<file path="src/rtl/branch_resolve_unit_if.sv">
// Handshake bundle between EX, fetch redirect and predictor update.
// slave = the resolve unit; master = the surrounding pipeline.
interface branch_resolve_unit_if;
    logic        res_valid;
    logic        res_ready;
    logic [15:0] res_instr;
    logic [15:0] res_pc;
    logic [15:0] res_pred_pc;
    logic [15:0] res_rs;
    logic [15:0] res_rt;

    logic        redirect_valid;
    logic [15:0] redirect_pc;
    logic        flush;

    logic        upd_valid;
    logic        upd_ready;
    logic [15:0] upd_pc;
    logic [15:0] upd_target;
    logic        upd_taken;

    modport slave (
        input  res_valid,
        output res_ready,
        input  res_instr,
        input  res_pc,
        input  res_pred_pc,
        input  res_rs,
        input  res_rt,
        output redirect_valid,
        output redirect_pc,
        output flush,
        output upd_valid,
        input  upd_ready,
        output upd_pc,
        output upd_target,
        output upd_taken
    );

    modport master (
        output res_valid,
        input  res_ready,
        output res_instr,
        output res_pc,
        output res_pred_pc,
        output res_rs,
        output res_rt,
        input  redirect_valid,
        input  redirect_pc,
        input  flush,
        input  upd_valid,
        output upd_ready,
        input  upd_pc,
        input  upd_target,
        input  upd_taken
    );
endinterface

</file>
<file path="src/rtl/branch_resolve_unit.sv">
// EX-stage branch resolve: redirect/flush on mispredict, predictor update FIFO.
// Optional stats counters built when BRANCH_RESOLVE_STATS_EN is defined.
module branch_resolve_unit #(
    parameter int UPD_DEPTH     = 4,
    parameter int SQUASH_CYCLES = 2
) (
    input  logic                  clk,
    input  logic                  reset_n,
    branch_resolve_unit_if.slave  bus,
    output logic [15:0]           stat_branches,
    output logic [15:0]           stat_mispred
);

    localparam int PW = (UPD_DEPTH > 1) ? $clog2(UPD_DEPTH) : 1;
    localparam int CW = PW + 1;
    localparam int SW = $clog2(SQUASH_CYCLES + 1);

    localparam logic [0:0] IDLE   = 1'b0;
    localparam logic [0:0] SQUASH = 1'b1;

    typedef struct packed {
        logic [15:0] pc;
        logic [15:0] target;
        logic        taken;
    } upd_entry_t;

    logic [3:0]  opcode;
    logic [15:0] imm_sext;
    logic        op_bne;
    logic        op_beq;
    logic        op_bgz;
    logic        op_blz;
    logic        is_branch;
    logic        taken;
    logic [15:0] target;
    logic [15:0] fallthru;
    logic [15:0] actual;
    logic        mispredict;
    logic        accept;
    logic        pop;
    logic        full;
    logic        unused_bits;

    logic [0:0]    state;
    logic [SW-1:0] squash_cnt;

    upd_entry_t    mem [UPD_DEPTH];
    logic [PW-1:0] wptr;
    logic [PW-1:0] rptr;
    logic [CW-1:0] count;

    logic          redir_q;
    logic [15:0]   redir_pc_q;

    assign opcode    = bus.res_instr[15:12];
    assign imm_sext  = {{8{bus.res_instr[7]}}, bus.res_instr[7:0]};
    assign op_bne    = (opcode == 4'd0);
    assign op_beq    = (opcode == 4'd1);
    assign op_bgz    = (opcode == 4'd2);
    assign op_blz    = (opcode == 4'd3);
    assign is_branch = op_bne | op_beq | op_bgz | op_blz;

    assign unused_bits = ^bus.res_instr[11:8];

    // Branch condition evaluation from forwarded operands
    always_comb begin
        taken = 1'b0;
        unique case (1'b1)
            op_bne:  taken = (bus.res_rs != bus.res_rt);
            op_beq:  taken = (bus.res_rs == bus.res_rt);
            op_bgz:  taken = ($signed(bus.res_rs) > 16'sd0);
            op_blz:  taken = ($signed(bus.res_rs) < 16'sd0);
            default: taken = 1'b0;
        endcase
    end

    assign target     = bus.res_pc + 16'd1 + imm_sext;
    assign fallthru   = bus.res_pc + 16'd1;
    assign actual     = taken ? target : fallthru;
    assign mispredict = (actual != bus.res_pred_pc);

    assign full          = (count == CW'(UPD_DEPTH));
    assign bus.res_ready = ~full;

    assign accept = bus.res_valid & ~full & (state == IDLE) & is_branch;

    assign bus.upd_valid  = (count != '0);
    assign pop            = bus.upd_valid & bus.upd_ready;
    assign bus.upd_pc     = mem[rptr].pc;
    assign bus.upd_target = mem[rptr].target;
    assign bus.upd_taken  = mem[rptr].taken;

    // Update FIFO: storage, pointers and occupancy
    always_ff @(posedge clk or negedge reset_n) begin
        if (!reset_n) begin
            for (int i = 0; i < UPD_DEPTH; i++) begin
                mem[i] <= '0;
            end
            wptr  <= '0;
            rptr  <= '0;
            count <= '0;
        end else begin
            if (accept) begin
                mem[wptr] <= '{pc: bus.res_pc, target: target, taken: taken};
                wptr      <= wptr + PW'(1);
            end
            if (pop) begin
                rptr <= rptr + PW'(1);
            end
            case ({accept, pop})
                2'b10:   count <= count + CW'(1);
                2'b01:   count <= count - CW'(1);
                default: count <= count;
            endcase
        end
    end

    // One-cycle redirect pulse after a mispredicting accept
    always_ff @(posedge clk or negedge reset_n) begin
        if (!reset_n) begin
            redir_q    <= 1'b0;
            redir_pc_q <= '0;
        end else begin
            redir_q    <= accept & mispredict;
            redir_pc_q <= (accept & mispredict) ? actual : 16'h0000;
        end
    end

    assign bus.redirect_valid = redir_q;
    assign bus.redirect_pc    = redir_pc_q;
    assign bus.flush          = redir_q;

    // Wrong-path squash window following a redirect
    always_ff @(posedge clk or negedge reset_n) begin
        if (!reset_n) begin
            state      <= IDLE;
            squash_cnt <= '0;
        end else begin
            case (state)
                IDLE: begin
                    if (accept && mispredict) begin
                        state      <= SQUASH;
                        squash_cnt <= SW'(SQUASH_CYCLES);
                    end
                end
                SQUASH: begin
                    if (squash_cnt <= SW'(1)) begin
                        state      <= IDLE;
                        squash_cnt <= '0;
                    end else begin
                        squash_cnt <= squash_cnt - SW'(1);
                    end
                end
                default: begin
                    state      <= IDLE;
                    squash_cnt <= '0;
                end
            endcase
        end
    end

`ifdef BRANCH_RESOLVE_STATS_EN
    // Saturating resolved-branch and mispredict counters
    always_ff @(posedge clk or negedge reset_n) begin
        if (!reset_n) begin
            stat_branches <= '0;
            stat_mispred  <= '0;
        end else begin
            if (accept && (stat_branches != 16'hFFFF)) begin
                stat_branches <= stat_branches + 16'd1;
            end
            if (accept && mispredict && (stat_mispred != 16'hFFFF)) begin
                stat_mispred <= stat_mispred + 16'd1;
            end
        end
    end
`else
    assign stat_branches = 16'h0000;
    assign stat_mispred  = 16'h0000;
`endif

endmodule

</file>
<file path="src/flat_wrapper.sv">
// flat-port wrapper written by rule: the top's interface ports become plain ports
module branch_resolve_unit_flat 
#(
    parameter int UPD_DEPTH     = 4,
    parameter int SQUASH_CYCLES = 2
)
  (clk, reset_n, stat_branches, stat_mispred, bus_res_valid, bus_res_ready, bus_res_instr, bus_res_pc, bus_res_pred_pc, bus_res_rs, bus_res_rt, bus_redirect_valid, bus_redirect_pc, bus_flush, bus_upd_valid, bus_upd_ready, bus_upd_pc, bus_upd_target, bus_upd_taken);
  branch_resolve_unit_if bus_i ();
  input  logic clk;
  input  logic reset_n;
  output logic [15:0] stat_branches;
  output logic [15:0] stat_mispred;
  input wire logic [$bits(bus_i.res_valid)-1:0] bus_res_valid;
  output wire logic [$bits(bus_i.res_ready)-1:0] bus_res_ready;
  input wire logic [$bits(bus_i.res_instr)-1:0] bus_res_instr;
  input wire logic [$bits(bus_i.res_pc)-1:0] bus_res_pc;
  input wire logic [$bits(bus_i.res_pred_pc)-1:0] bus_res_pred_pc;
  input wire logic [$bits(bus_i.res_rs)-1:0] bus_res_rs;
  input wire logic [$bits(bus_i.res_rt)-1:0] bus_res_rt;
  output wire logic [$bits(bus_i.redirect_valid)-1:0] bus_redirect_valid;
  output wire logic [$bits(bus_i.redirect_pc)-1:0] bus_redirect_pc;
  output wire logic [$bits(bus_i.flush)-1:0] bus_flush;
  output wire logic [$bits(bus_i.upd_valid)-1:0] bus_upd_valid;
  input wire logic [$bits(bus_i.upd_ready)-1:0] bus_upd_ready;
  output wire logic [$bits(bus_i.upd_pc)-1:0] bus_upd_pc;
  output wire logic [$bits(bus_i.upd_target)-1:0] bus_upd_target;
  output wire logic [$bits(bus_i.upd_taken)-1:0] bus_upd_taken;
  assign bus_i.res_valid = bus_res_valid;
  assign bus_res_ready = bus_i.res_ready;
  assign bus_i.res_instr = bus_res_instr;
  assign bus_i.res_pc = bus_res_pc;
  assign bus_i.res_pred_pc = bus_res_pred_pc;
  assign bus_i.res_rs = bus_res_rs;
  assign bus_i.res_rt = bus_res_rt;
  assign bus_redirect_valid = bus_i.redirect_valid;
  assign bus_redirect_pc = bus_i.redirect_pc;
  assign bus_flush = bus_i.flush;
  assign bus_upd_valid = bus_i.upd_valid;
  assign bus_i.upd_ready = bus_upd_ready;
  assign bus_upd_pc = bus_i.upd_pc;
  assign bus_upd_target = bus_i.upd_target;
  assign bus_upd_taken = bus_i.upd_taken;
  branch_resolve_unit #(.UPD_DEPTH(UPD_DEPTH), .SQUASH_CYCLES(SQUASH_CYCLES)) u_core (.clk(clk), .reset_n(reset_n), .bus(bus_i), .stat_branches(stat_branches), .stat_mispred(stat_mispred));
endmodule
</file>
<file path="config.mk">
export PLATFORM = sky130hd
export DESIGN_NAME = branch_resolve_unit_flat
export DESIGN_NICKNAME = d
export VERILOG_FILES = /design/src/rtl/branch_resolve_unit_if.sv /design/src/rtl/branch_resolve_unit.sv /design/src/flat_wrapper.sv
export SDC_FILE = /design/constraint.sdc
export NUM_CORES = 1
export LEC_CHECK = 0
export ABC_AREA = 1
export CAP_MARGIN = 20
export CORE_ASPECT_RATIO = 0.8
export CORE_MARGIN = 8
export CORE_UTILIZATION = 37
export CTS_BUF_LIST = sky130_fd_sc_hd__clkbuf_4 sky130_fd_sc_hd__clkbuf_8 sky130_fd_sc_hd__clkbuf_16
export CTS_CLUSTER_DIAMETER = 150
export DETAILED_ROUTE_END_ITERATION = 8
export PLACE_DENSITY = 0.72
export RECOVER_POWER = 50
export REMOVE_ABC_BUFFERS = 1
export SKIP_LAST_GASP = 1
export SYNTH_ARGS = -nofsm -noshare
export SYNTH_HDL_FRONTEND = slang
export SYNTH_SLANG_ARGS = --single-unit
export TNS_END_PERCENT = 100
</file>
<file path="constraint.sdc">
create_clock -name clk -period 2.8 [get_ports clk]
set_input_delay 0.56 -clock clk [delete_from_list [all_inputs] [get_ports clk]]
set_output_delay 0.56 -clock clk [all_outputs]
set_load 0.03 [all_outputs]
</file>
* Yosys cells after proc, flatten, opt, wreduce, memory -nomap -nowiden *
Index checks and enable logic that the tools add are counted.

cells by class
  mux-type cells = 16
  equality and inequality tests = 10
  bitwise operators = 12
  reductions and logical operators = 5
  add/sub/neg operators = 7
  order comparisons = 6

operator list
  kind                                                                               count
  132-bit bitwise mux                                                                1
  33-bit 2-to-1 mux                                                                  3
  33-bit binary-select mux with 2-bit select                                         1
  33-bit demux with 2-bit select                                                     1
  16-bit 2-to-1 mux                                                                  2
  16-bit != test                                                                     2
  16-bit by 1-bit adder with 16-bit output (second input constant)                   1
  16-bit adder                                                                       1
  16-bit == test                                                                     1
  16-bit by 1-bit greater-than comparator with 1-bit output (second input constant)  1
  16-bit by 1-bit < comparator with 1-bit output (second input constant)             1
  4-bit by 2-bit == test with 1-bit output (second input constant)                   2
  3-bit greater-or-equal comparator (second input constant)                          2
  2-bit inverter with 3-bit output                                                   2
  3-bit one-hot mux with 2 select lines                                              1
  1-bit bitwise AND                                                                  5
  2-bit by 1-bit adder with 2-bit output (second input constant)                     2
  4-bit by 1-bit == test with 1-bit output (second input constant)                   1
  4-bit zero test                                                                    1
  2-bit 2-to-1 mux                                                                   2
  1-bit one-hot mux with 4 select lines                                              1
  2-bit one-hot mux with 2 select lines                                              1
  3-bit by 1-bit adder with 3-bit output (second input constant)                     1
  3-bit == test (second input constant)                                              1
  14 further kinds                                                                   19

storage, ports and cells
  register bits after elaboration = 159
  output and inout bits = 85
  input port bits = 84
  logic and storage cells = 75

* Depth between registers and ports, before layout *
Gate-level depths: netlist of run 1.

  depth after elaboration = 8
  mapped depth = 30
  depth with buffers taken out = 29

* Least setup slack after synthesis of run 1 *
No wires, ideal clock.

  kind = input to register
  from = input port bus_res_pc[0]
  to = register u_core.state
  data arrival time = 3.078 ns
  cell stages on the path = 28
  buffers on the path = 1
  required time = 2.679 ns
  setup time = 0.121 ns
  path slack = -0.399 ns
  cell sequence = ha_1 -> nand2_1 -> inv_2 -> nand2_2 -> nor2_2 -> or2_2 -> nand2_1 -> inv_1 -> ha_1 -> nand2_1 -> inv_1 -> a21oi_1 -> nand2_1 -> nand2_1 -> nand3b_1 -> nand2_1 -> inv_1 -> nand2_1 -> nand2_1 -> nand2_1 -> nand2_1 -> nor2_1 -> nand2_1 -> nor2_1 -> nand2_1 -> nand2_2 -> buf_6 -> o21ai_1

on the way
  word-level cells in the longest chain between the ends = 7

ends and longest elaborated chain
  element                                       line                                                  source
  start, declared                               flat_wrapper.sv:16                                    input wire logic [$bits(bus_i.res_pc)-1:0] bus_res_pc;
  16-bit by 1-bit adder with 16-bit output (*)  branch_resolve_unit.sv:77, branch_resolve_unit.sv:78
  16-bit adder                                  branch_resolve_unit.sv:77                             assign target = bus.res_pc + 16'd1 + imm_sext;
  16-bit 2-to-1 mux (*)                         branch_resolve_unit.sv:79                             assign actual = taken ? target : fallthru;
  16-bit != test (*)                            branch_resolve_unit.sv:80                             assign mispredict = (actual != bus.res_pred_pc);
  1-bit logical AND (*)                         branch_resolve_unit.sv:141                            if (accept && mispredict) begin
  1-bit 2-to-1 mux (*)                          branch_resolve_unit.sv:141
  1-bit one-hot mux with 2 select lines (*)     branch_resolve_unit.sv:139                            case (state)
  end signal, assigned                          branch_resolve_unit.sv:136                            state <= IDLE;
  end signal, assigned                          branch_resolve_unit.sv:142                            state <= SQUASH;
  end signal, assigned                          branch_resolve_unit.sv:148                            state <= IDLE;
  end, declared                                 branch_resolve_unit.sv:44                             logic [0:0] state;

Every way passes the cells marked *; elsewhere a longest branch is shown, timed or not.
A chain may end at the register's enable or synchronous reset.

* Worst setup path after layout of run 1 *
  from = input port bus_res_pc[2]
  to = register u_core.squash_cnt[1]

on the way
  word-level cells in the longest chain between the ends = 6

ends and longest elaborated chain
  element                                       line                                                  source
  16-bit by 1-bit adder with 16-bit output (*)  branch_resolve_unit.sv:77, branch_resolve_unit.sv:78
  16-bit adder                                  branch_resolve_unit.sv:77
  16-bit 2-to-1 mux (*)                         branch_resolve_unit.sv:79
  16-bit != test (*)                            branch_resolve_unit.sv:80
  1-bit logical AND (*)                         branch_resolve_unit.sv:141
  2-bit != test (no source line) (*)            --
  end signal, assigned                          branch_resolve_unit.sv:143                            squash_cnt <= SW'(SQUASH_CYCLES);
  end signal, assigned                          branch_resolve_unit.sv:151                            squash_cnt <= squash_cnt - SW'(1);
  end, declared                                 branch_resolve_unit.sv:45                             logic [SW-1:0] squash_cnt;

Marks and branches as above.

==> results.md, run 1 <==
- Via density: about 5
- Via count of the first global-routing pass: a little over 9,000
- Type of element launching the critical path: input port
- Mapped Area: 9320 um^2
- Area Growth Syn to Fin: 40.6%
- Dominant cell type by area after synthesis: dfrtp_1
- Max H-tree Level: 4
- DRC Markers: 0
- Part of the Yosys area used for sequential elements: 0.427
- Count of yosys warnings during synthesis: 0
- Hold Worst Slack: around 370 ps
- Height of the die: about 160 um
- Post-cts hold buffer count: 0
- Setup repair after global routing missed its margin: yes
- Final-report setup violation count: 20
- Total number of vias: roughly 9,400
- Post-synth EDFFs: 0
- Initial antenna violation count: 1
- Total stage count of the critical path: 28
- Final clock skew: slightly above 9 ps
- Hold violation total from the final report: 0
- Worst hold path depth: 3
- Post-route minimum period: about 3200 ps
- Share of total power in the clock network: 0.202
- Number of violations reported at the end of detailed-routing iteration 0: between 600 and 700
- Global-route usage over all layers: 0.196
- Clock sink count: about 160
- Number of detailed-route iterations in the first pass: 5
- Tightest Hold Check Type: in2reg
- ANT nets after route: 0
- Internal Power: 6.72 mW
- Std cell rows: 52
- Die outline area: approximately 31,000 um^2
- Run status: finished with violations
- Clock buffer count from CTS: 17
- Syn_area_per_cell: just over 7 um^2
- Die boundary width: approximately 190 um
- Number of cell instances on the worst register-to-register path: 9
- Most frequent cell after synthesis: nand2_1
- Critical setup path kind: in2reg
- Violated checks: max-capacitance violations, max-slew violations, negative setup slack
- CTS tree: yes
- Share of post-route cells with drive strength above 1: 0.238
- Syn Inst Count: about 1,300
- Worst slew margin relative to its limit: -0.291
- Insertion delay to the later sink of the worst-skew pair: 430 ps
- Dominant delay contributor by cell family on the critical path: simple AND/OR/NAND/NOR gates
- Starting density of the core: 0.372
- Reported max-cap violation count: 1
- Worst supply voltage drop on vdd: a little over 0.5 mV
- Maximum number of pins on one net before global-route repair: 78
- Transition time at the pin with the least slew margin: roughly 1900 ps
- CP Capture Type: register
- Power spent charging and discharging nets: approximately 4.9 mW
- Pwr dens: about 890 nW/um^2
- Slack of the critical path: -365 ps
- Clock tree root buffer cell: clkbuf_16
- Nets@finish: around 1,700
- Number of fillers in the final layout: about 2,300
- Port Buffer Count: 132
- Comb pwr share: 0.478
- Final-layout setup total negative slack: -6330 ps
- Delay of the slowest cell on the worst path: approximately 290 ps
- Clock slew seen by the registers of the worst setup and hold paths: 70 ps
- Critical path's slowest cell: ha_4
- Clock buffer depth: 2
- Antenna diode instance count: 0
- Final count of pins violating max slew: slightly below 80
- Half-perimeter wire length of the detailed placement result: 21,600 um
- Worst endpoint data arrival time: approximately 3500 ps
- Final routed wirelength across all metal layers: 30,000 um
- Switch share: 0.423
- Total power after layout: approximately 12 mW
- Util after Layout: 0.523
- Number of buffer and inverter instances along the worst setup path: 7
- Final period utilization: 1.13
- Highest Clock Rate: between 300 and 400 MHz
- Core Box Area: around 25,000 um^2
- Leakage component of the power: 6.73 nW
- Largest cells by area after synthesis: dfrtp_1 43%, nand2_1 17%, o21ai_0 9.0%, nor2_1 5.4%, inv_1 4.5%
- Async S/R FF share, synth: 1.00
- Top-area cell type share of the netlist area: 0.427
- Data required, critical path: ~3100 ps
- Part of the power in registers: 0.320
- Netlist cell types: 36
- Global-route wire length before repair: about 48,000 um
- Synth Register Bits: 159
- Most common cell type on the critical path: nand2_1
- Congestion Overflow GR: 0
- Placer congestion estimate: 0.930
- Post-detailed-route wirelength per cell: 15.8 um
- I/O pin count: between 150 and 200
- Synth Flop Type: dfrtp_1
- Crit Path Max Fanout: 8
- Commonest cells post-synth: 414 x nand2_1, 168 x o21ai_0, 159 x dfrtp_1
-- cell families after synthesis --
logic type	count (synthesis)	synth area share
XOR/XNOR	19	0.0195
flip-flops	159	0.427
adder cells (fa/ha/maj)	27	0.0379
other	1	0.000402
buffers and inverters	210	0.102
AND/OR/NAND/NOR	645	0.283
AO/OA/AOI/OAI	231	0.130
-- worst reg2reg max path, delay by kind of cell (launching register included) --
family                   cells  cell delay (ps)
flip-flops                   1              390
XOR/XNOR                     1              150
adder cells (fa/ha/maj)      2              540
AND/OR/NAND/NOR              2              270
AO/OA/AOI/OAI                2              260
buffers and inverters        2              200
-- metrics by stage --
stage / std cells / setup slack, ps / instance area, um^2
after detailed placement: 1835 / -1410 / 11800
after global placement: 1835 / -1350 / 11800
final: 1897 / -365 / 13100
after global routing: 1897 / -578 / 13100
after floorplan: 1233 / -504 / 8930
after CTS: 1897 / -248 / 13000
-- worst paths after layout --
path,start,end,slack [ps]
max in group asynchronous,reset_n,u_core.rptr[0],420
worst max register to register,u_core.count[0],u_core.count[2],870
worst min register to register,u_core.mem[56],u_core.mem[56],480
worst min-delay path,bus_res_pc[1],u_core.mem[117],370
worst max-delay path,bus_res_pc[2],u_core.squash_cnt[1],-370
min in group asynchronous,reset_n,u_core.mem[1],660
-- sequential cells by signal, summed over array words and instances (netlist names) --
signal and flops:
u_core.mem 132, u_core.bus.redirect_pc 16, u_core.count 3, u_core.rptr 2
u_core.squash_cnt 2, u_core.wptr 2, u_core.bus.flush 1, u_core.state 1
-- layout by cell type, fill, tap and decap left out, drive strengths merged, types with 3 or more instances in the layout --
master         count
conb              32
ha                25
nor3               3
xor2              13
inv              117
nor2             141
clkbuf            26
nand3b            10
nand3             60
nand4              6
dlygate4sd3       11
o21ai            169
clkdlybuf4s50     72
nand2            423
clkinv            11
o22ai             33
clkdlybuf4s15      5
buf              212
dfrtp            159
xnor2              6
a21oi             24
-- cell type report --
class | count | area (um^2) | share of cell area
clock buffers | 20 | 460 | 0.0351
clock inverters | 12 | 134 | 0.0102
inverters | 120 | 458 | 0.0350
multi-input cells | 954 | 4970 | 0.380
flip-flops and latches | 159 | 3980 | 0.304
well taps | 324 | 405 | 0.0309
repair buffers | 308 | 2690 | 0.205
-- power groups by stage --
stage          Combinational (mW)  Clock [mW]  Sequential [mW]
6_report                     5.56        2.35             3.73
5_1_grt                      6.11        2.48             3.83
3_5_place_dp                 5.37           0             3.75
4_1_cts                      5.57        2.40             3.72
2_1_floorplan                3.10           0             3.73
3_3_place_gp                 5.26           0             3.71
-- timing repair --
action	in CTS	in global routing
setup buffers	31	4
resized for setup	147	41
pin swaps	43	31
gates cloned	1	0
endpoints found under the setup margin	63	26
-- routing by layer --
metal | vias to the layer above | track usage | part of all wire
met1 | 4468 | 0.250 | 0.44
li1 | 4592 | - | -
met4 | 2 | 0.0593 | 0.019
met2 | 316 | 0.325 | 0.47
met3 | 59 | 0.0497 | 0.072
met5 | - | 0 | 0.00043
Note: power is estimated with default switching activity, not from simulation.
==> run 2: changes to the inputs <==
--- a/config.mk
+++ b/config.mk
@@ -5,7 +5,6 @@
 export SDC_FILE = /design/constraint.sdc
 export NUM_CORES = 1
 export LEC_CHECK = 0
-export ABC_AREA = 1
 export CAP_MARGIN = 20
 export CORE_ASPECT_RATIO = 0.8
 export CORE_MARGIN = 8
==> results.md, run 2 <==
- Mapped Area: 8550 um^2 (-8.2%)
- Share of post-route cells with drive strength above 1: 0.387 (+0.150)
- Die outline area: 28,300 um^2 (-7.5%)
- Via count of the first global-routing pass: 7,284 (-22%)
- Internal Power: 8.17 mW (+21%)
- Clock tree root buffer cell: clkbuf_16
- Total stage count of the critical path: 21 (-25%)
- Async S/R FF share, synth: 1.00 (unchanged)
- Area fraction in compound gates after synthesis: 0.0838 (-0.0465)
- Die boundary width: 186 um (-3.9%)
- Syn Inst Count: 757 (-41%)
- Final-report setup violation count: 36 (+80%)
- Port Buffer Count: 132 (unchanged)
- Leakage component of the power: 5.73 nW (-15%)
- Final count of pins violating max slew: 71 (-9.0%)
- Worst slack at placement: -2010 ps (-593 ps)
- Core Box Area: 22,600 um^2 (-9.9%)
- Number of violations reported at the end of detailed-routing iteration 0: 385 (-42%)
- Critical setup path kind: in2reg
- Insertion delay to the later sink of the worst-skew pair: 430 ps (about the same)
- Hold violation total from the final report: 0 (unchanged)
- Biggest register: u_core.mem
- Synth Register Bits: 159 (unchanged)
- Number of detailed-route iterations in the first pass: 5 (unchanged)
- Max FFs per register: 132 (unchanged)
- Dominant delay contributor by cell family on the critical path: simple AND/OR/NAND/NOR gates
- Worst reg2reg setup slack: 420 ps (-450 ps)
- Violated checks: max-capacitance violations, max-slew violations, negative setup slack
- Global-route usage over all layers: 0.180 (-0.0164)
- Netlist cell types: 51 (+42%)
- Post-synth EDFFs: 0 (unchanged)
- Synth Flop Type: dfrtp_1
- Std cell rows: 49 (-5.8%)
- Number of cell instances on the worst register-to-register path: 6 (-3)
- Half-perimeter wire length of the detailed placement result: 17,500 um (-19%)
- Adder and majority cell fraction of the synthesized area: 0.0413 (+0.00340)
- Top-area cell type share of the netlist area: 0.465 (+0.0383)
- Global-route wire length before repair: 39,600 um (-17%)
- Clock buffer depth: 2 (unchanged)
- Delay of the slowest cell on the worst path: 320 ps (+30 ps)
- Commonest cells post-synth: 159 x dfrtp_1, 85 x nand2_1, 73 x mux2_2
- Share of cell area taken by muxes after synthesis: 0.190 (+0.190)
- Fraction of synthesized cell area in xor and xnor cells: 0.0676 (+0.0481)
- Worst slew margin relative to its limit: -0.149 (+0.141)
- Highest-count cells in the layout ignoring fill and taps: 158 x dfrtp_1, 136 x buf_4, 86 x clkdlybuf4s50_1, 83 x nand2_1, 70 x mux2_2
- CTS tree: yes
- Part of the power in registers: 0.303 (-0.017)
- Clock sink count: 159 (unchanged)
- Comb pwr share: 0.505 (+0.027)
- Worst Hold Launch: u_core.mem[105]
- Type of element launching the critical path: input port
- DRC Markers: 0 (unchanged)
- Syn_area_per_cell: 11.3 um^2 (+57%)
- Largest cells by area after synthesis: dfrtp_1 47%, mux2_2 9.6%, mux4_2 8.7%, o21ai_0 4.2%, xor2_1 4.1%
- Total power after layout: 12.5 mW (+7.0%)
- Total number of vias: 6,791 (-28%)
- Worst supply voltage drop on vdd: 0.587 mV (+13%)
- ANT nets after route: 0 (unchanged)
- CP Capture Type: register
- Tightest Hold Check Type: reg2reg
- Most common cell type on the critical path: buf_4
- I/O pin count: 169 (unchanged)
- Final clock skew: 16.6 ps (+7.46 ps)
- Share of total power in the clock network: 0.192 (-0.010)
- Part of the Yosys area used for sequential elements: 0.465 (+0.0383)
- Crit path capture: u_core.bus.redirect_pc[12]
- Starting density of the core: 0.379 (+0.00701)
- Nets@finish: 1,133 (-32%)
- Hold Worst Slack: 477 ps (+109 ps)
- Highest Clock Rate: 268 MHz (-15%)
- Number of fillers in the final layout: 1,848 (-19%)
- Critical register-to-register path startpoint: u_core.count[0]
- R2R Path End: u_core.mem[67]
- Worst endpoint data arrival time: 4040 ps (+570 ps)
- Final routed wirelength across all metal layers: 24,900 um (-17%)
- Height of the die: 152 um (-3.8%)
- Worst setup startpoint: bus_res_pc[5]
- Most frequent cell after synthesis: dfrtp_1
- Crit Path Max Fanout: 7 (-1)
- Run status: finished with violations
- Pwr dens: 993 nW/um^2 (+12%)
- Congestion Overflow GR: 0 (unchanged)
- Data required, critical path: 3110 ps (about the same)
- Reported max-cap violation count: 1 (unchanged)
- Via density: 5.06 (+1.7%)
- Switch share: 0.345 (-0.0781)
- Area Growth Syn to Fin: 46.8%
- Area fraction in and, or, nand and nor cells after synthesis: 0.0947 (-0.188)
- Slack of the critical path: -927 ps (-562 ps)
- Maximum number of pins on one net before global-route repair: 71 (-9.0%)
- Count of yosys warnings during synthesis: 0 (unchanged)
- Number of buffer and inverter instances along the worst setup path: 7 (unchanged)
- Post-detailed-route wirelength per cell: 18.6 um (+18%)
- Max H-tree Level: 4 (unchanged)
- Critical-path cell list: buf_6 > and3_4 > and3_4 > buf_4 > nand3_4 > xnor2_1 > buf_4 > ha_1 > buf_4 > nand2_2 > o311ai_4 > buf_4 > xnor2_1 > mux2i_1 > xor2_1 > and4_1 > nand4_1 > o41ai_4 > buf_4 > buf_8 > nor2_1
- Power spent charging and discharging nets: 4.30 mW (-13%)
- Dominant cell type by area after synthesis: dfrtp_1
- Post-cts hold buffer count: 0 (unchanged)
- Placer congestion estimate: 0.865 (-7.1%)
- Transition time at the pin with the least slew margin: 1720 ps (-212 ps)
- Post-route minimum period: 3730 ps (+562 ps)
- Clock buffer count from CTS: 17 (unchanged)
- Critical path's slowest cell: ha_1
- Final-layout setup total negative slack: -19,370 ps (-13,040 ps)
- Setup repair after global routing missed its margin: yes
- Initial antenna violation count: 1 (unchanged)
- Final period utilization: 1.33 (+0.201)
- Combinational family with the most area after synthesis: multiplexers
- Clock slew seen by the registers of the worst setup and hold paths: 60 ps (about the same)
- Commonest non-fill, non-tap cell in the layout: dfrtp_1
[run 2: cell count changes in the layout (fill, tap and decap cells not counted), sizes merged, moves of 14 or more]
| cell | previous run | this run |
|---|---|---|
| nand2 | 423 | 85 |
| nor2 | 141 | 36 |
| mux4 | 0 | 33 |
| o22ai | 33 | 2 |
| buf | 212 | 187 |
| xnor2 | 6 | 26 |
| xor2 | 13 | 40 |
| nand3 | 60 | 10 |
| inv | 117 | 21 |
| mux2 | 0 | 73 |
| clkdlybuf4s50 | 72 | 86 |
| o21ai | 169 | 73 |
[run 2: tightest hold or removal path: cells and delay by family (launching register included)]
kind / cells / cell delay (ps)
flip-flops: 1 / 340
AO/OA/AOI/OAI: 1 / 60
AND/OR/NAND/NOR: 1 / 50
[run 2: worst min-delay path by stage]
stage / end / slack (ps) / depth (start not counted)
floorplan: u_core.bus.flush / 260 / 0
global placement: u_core.mem[103] / 460 / 2
detailed placement: u_core.mem[76] / 470 / 2
CTS: u_core.mem[116] / 160 / 1
global route: u_core.mem[121] / 480 / 3
finish: u_core.mem[105] / 480 / 2
[run 2: through the flow]
stage | instances | util | instance area [um^2]
after floorplan | 716 | - | 8260
after detailed placement | 1280 | 0.501 | 11300
after global placement | 1280 | 0.501 | 11300
after CTS | 1335 | 0.551 | 12400
after global routing | 1342 | 0.557 | 12600
final | 1342 | 0.557 | 12600
[run 2: what timing repair did]
action                                  CTS  global route
cloned                                    2             0
endpoints found under the setup margin   52            40
buffers inserted                         22            13
pin swaps                                36            30
resized for setup                       113            33
[run 2: cell type report]
type                    count  area (um^2)  area share
clock inverters            10          136      0.0109
repair buffers            286         2860       0.228
multi-input cells         538         4640       0.370
flip-flops and latches    159         3980       0.317
inverters                  20         75.1     0.00598
well taps                 306          383      0.0305
diodes                      1         2.50    0.000199
clock buffers              22          475      0.0379
[run 2: power by group through the flow]
stage	combinational [mW]	sequential (mW)	clock [mW]
after CTS	6.32	3.77	2.43
after detailed placement	6.15	3.79	0
after floorplan	3.03	3.83	0
after global routing	6.71	3.91	2.53
final	6.29	3.78	2.39
after global placement	6.05	3.74	0
[run 2: logic make-up after synthesis]
logic type      Yosys count
compound gates          121
xor+xnor                 66
fa+ha+maj                27
buf+inv                  92
flops                   159
mux                     112
other cells               1
simple gates            179
[run 2: per-layer routing]
layer / up-vias / wire length [um] / track usage
li1: 3135 / - / -
met4: 0 / 537 / 0.0532
met1: 3392 / 11000 / 0.234
met3: 46 / 1570 / 0.0517
met5: - / 0 / 0
met2: 218 / 11800 / 0.285
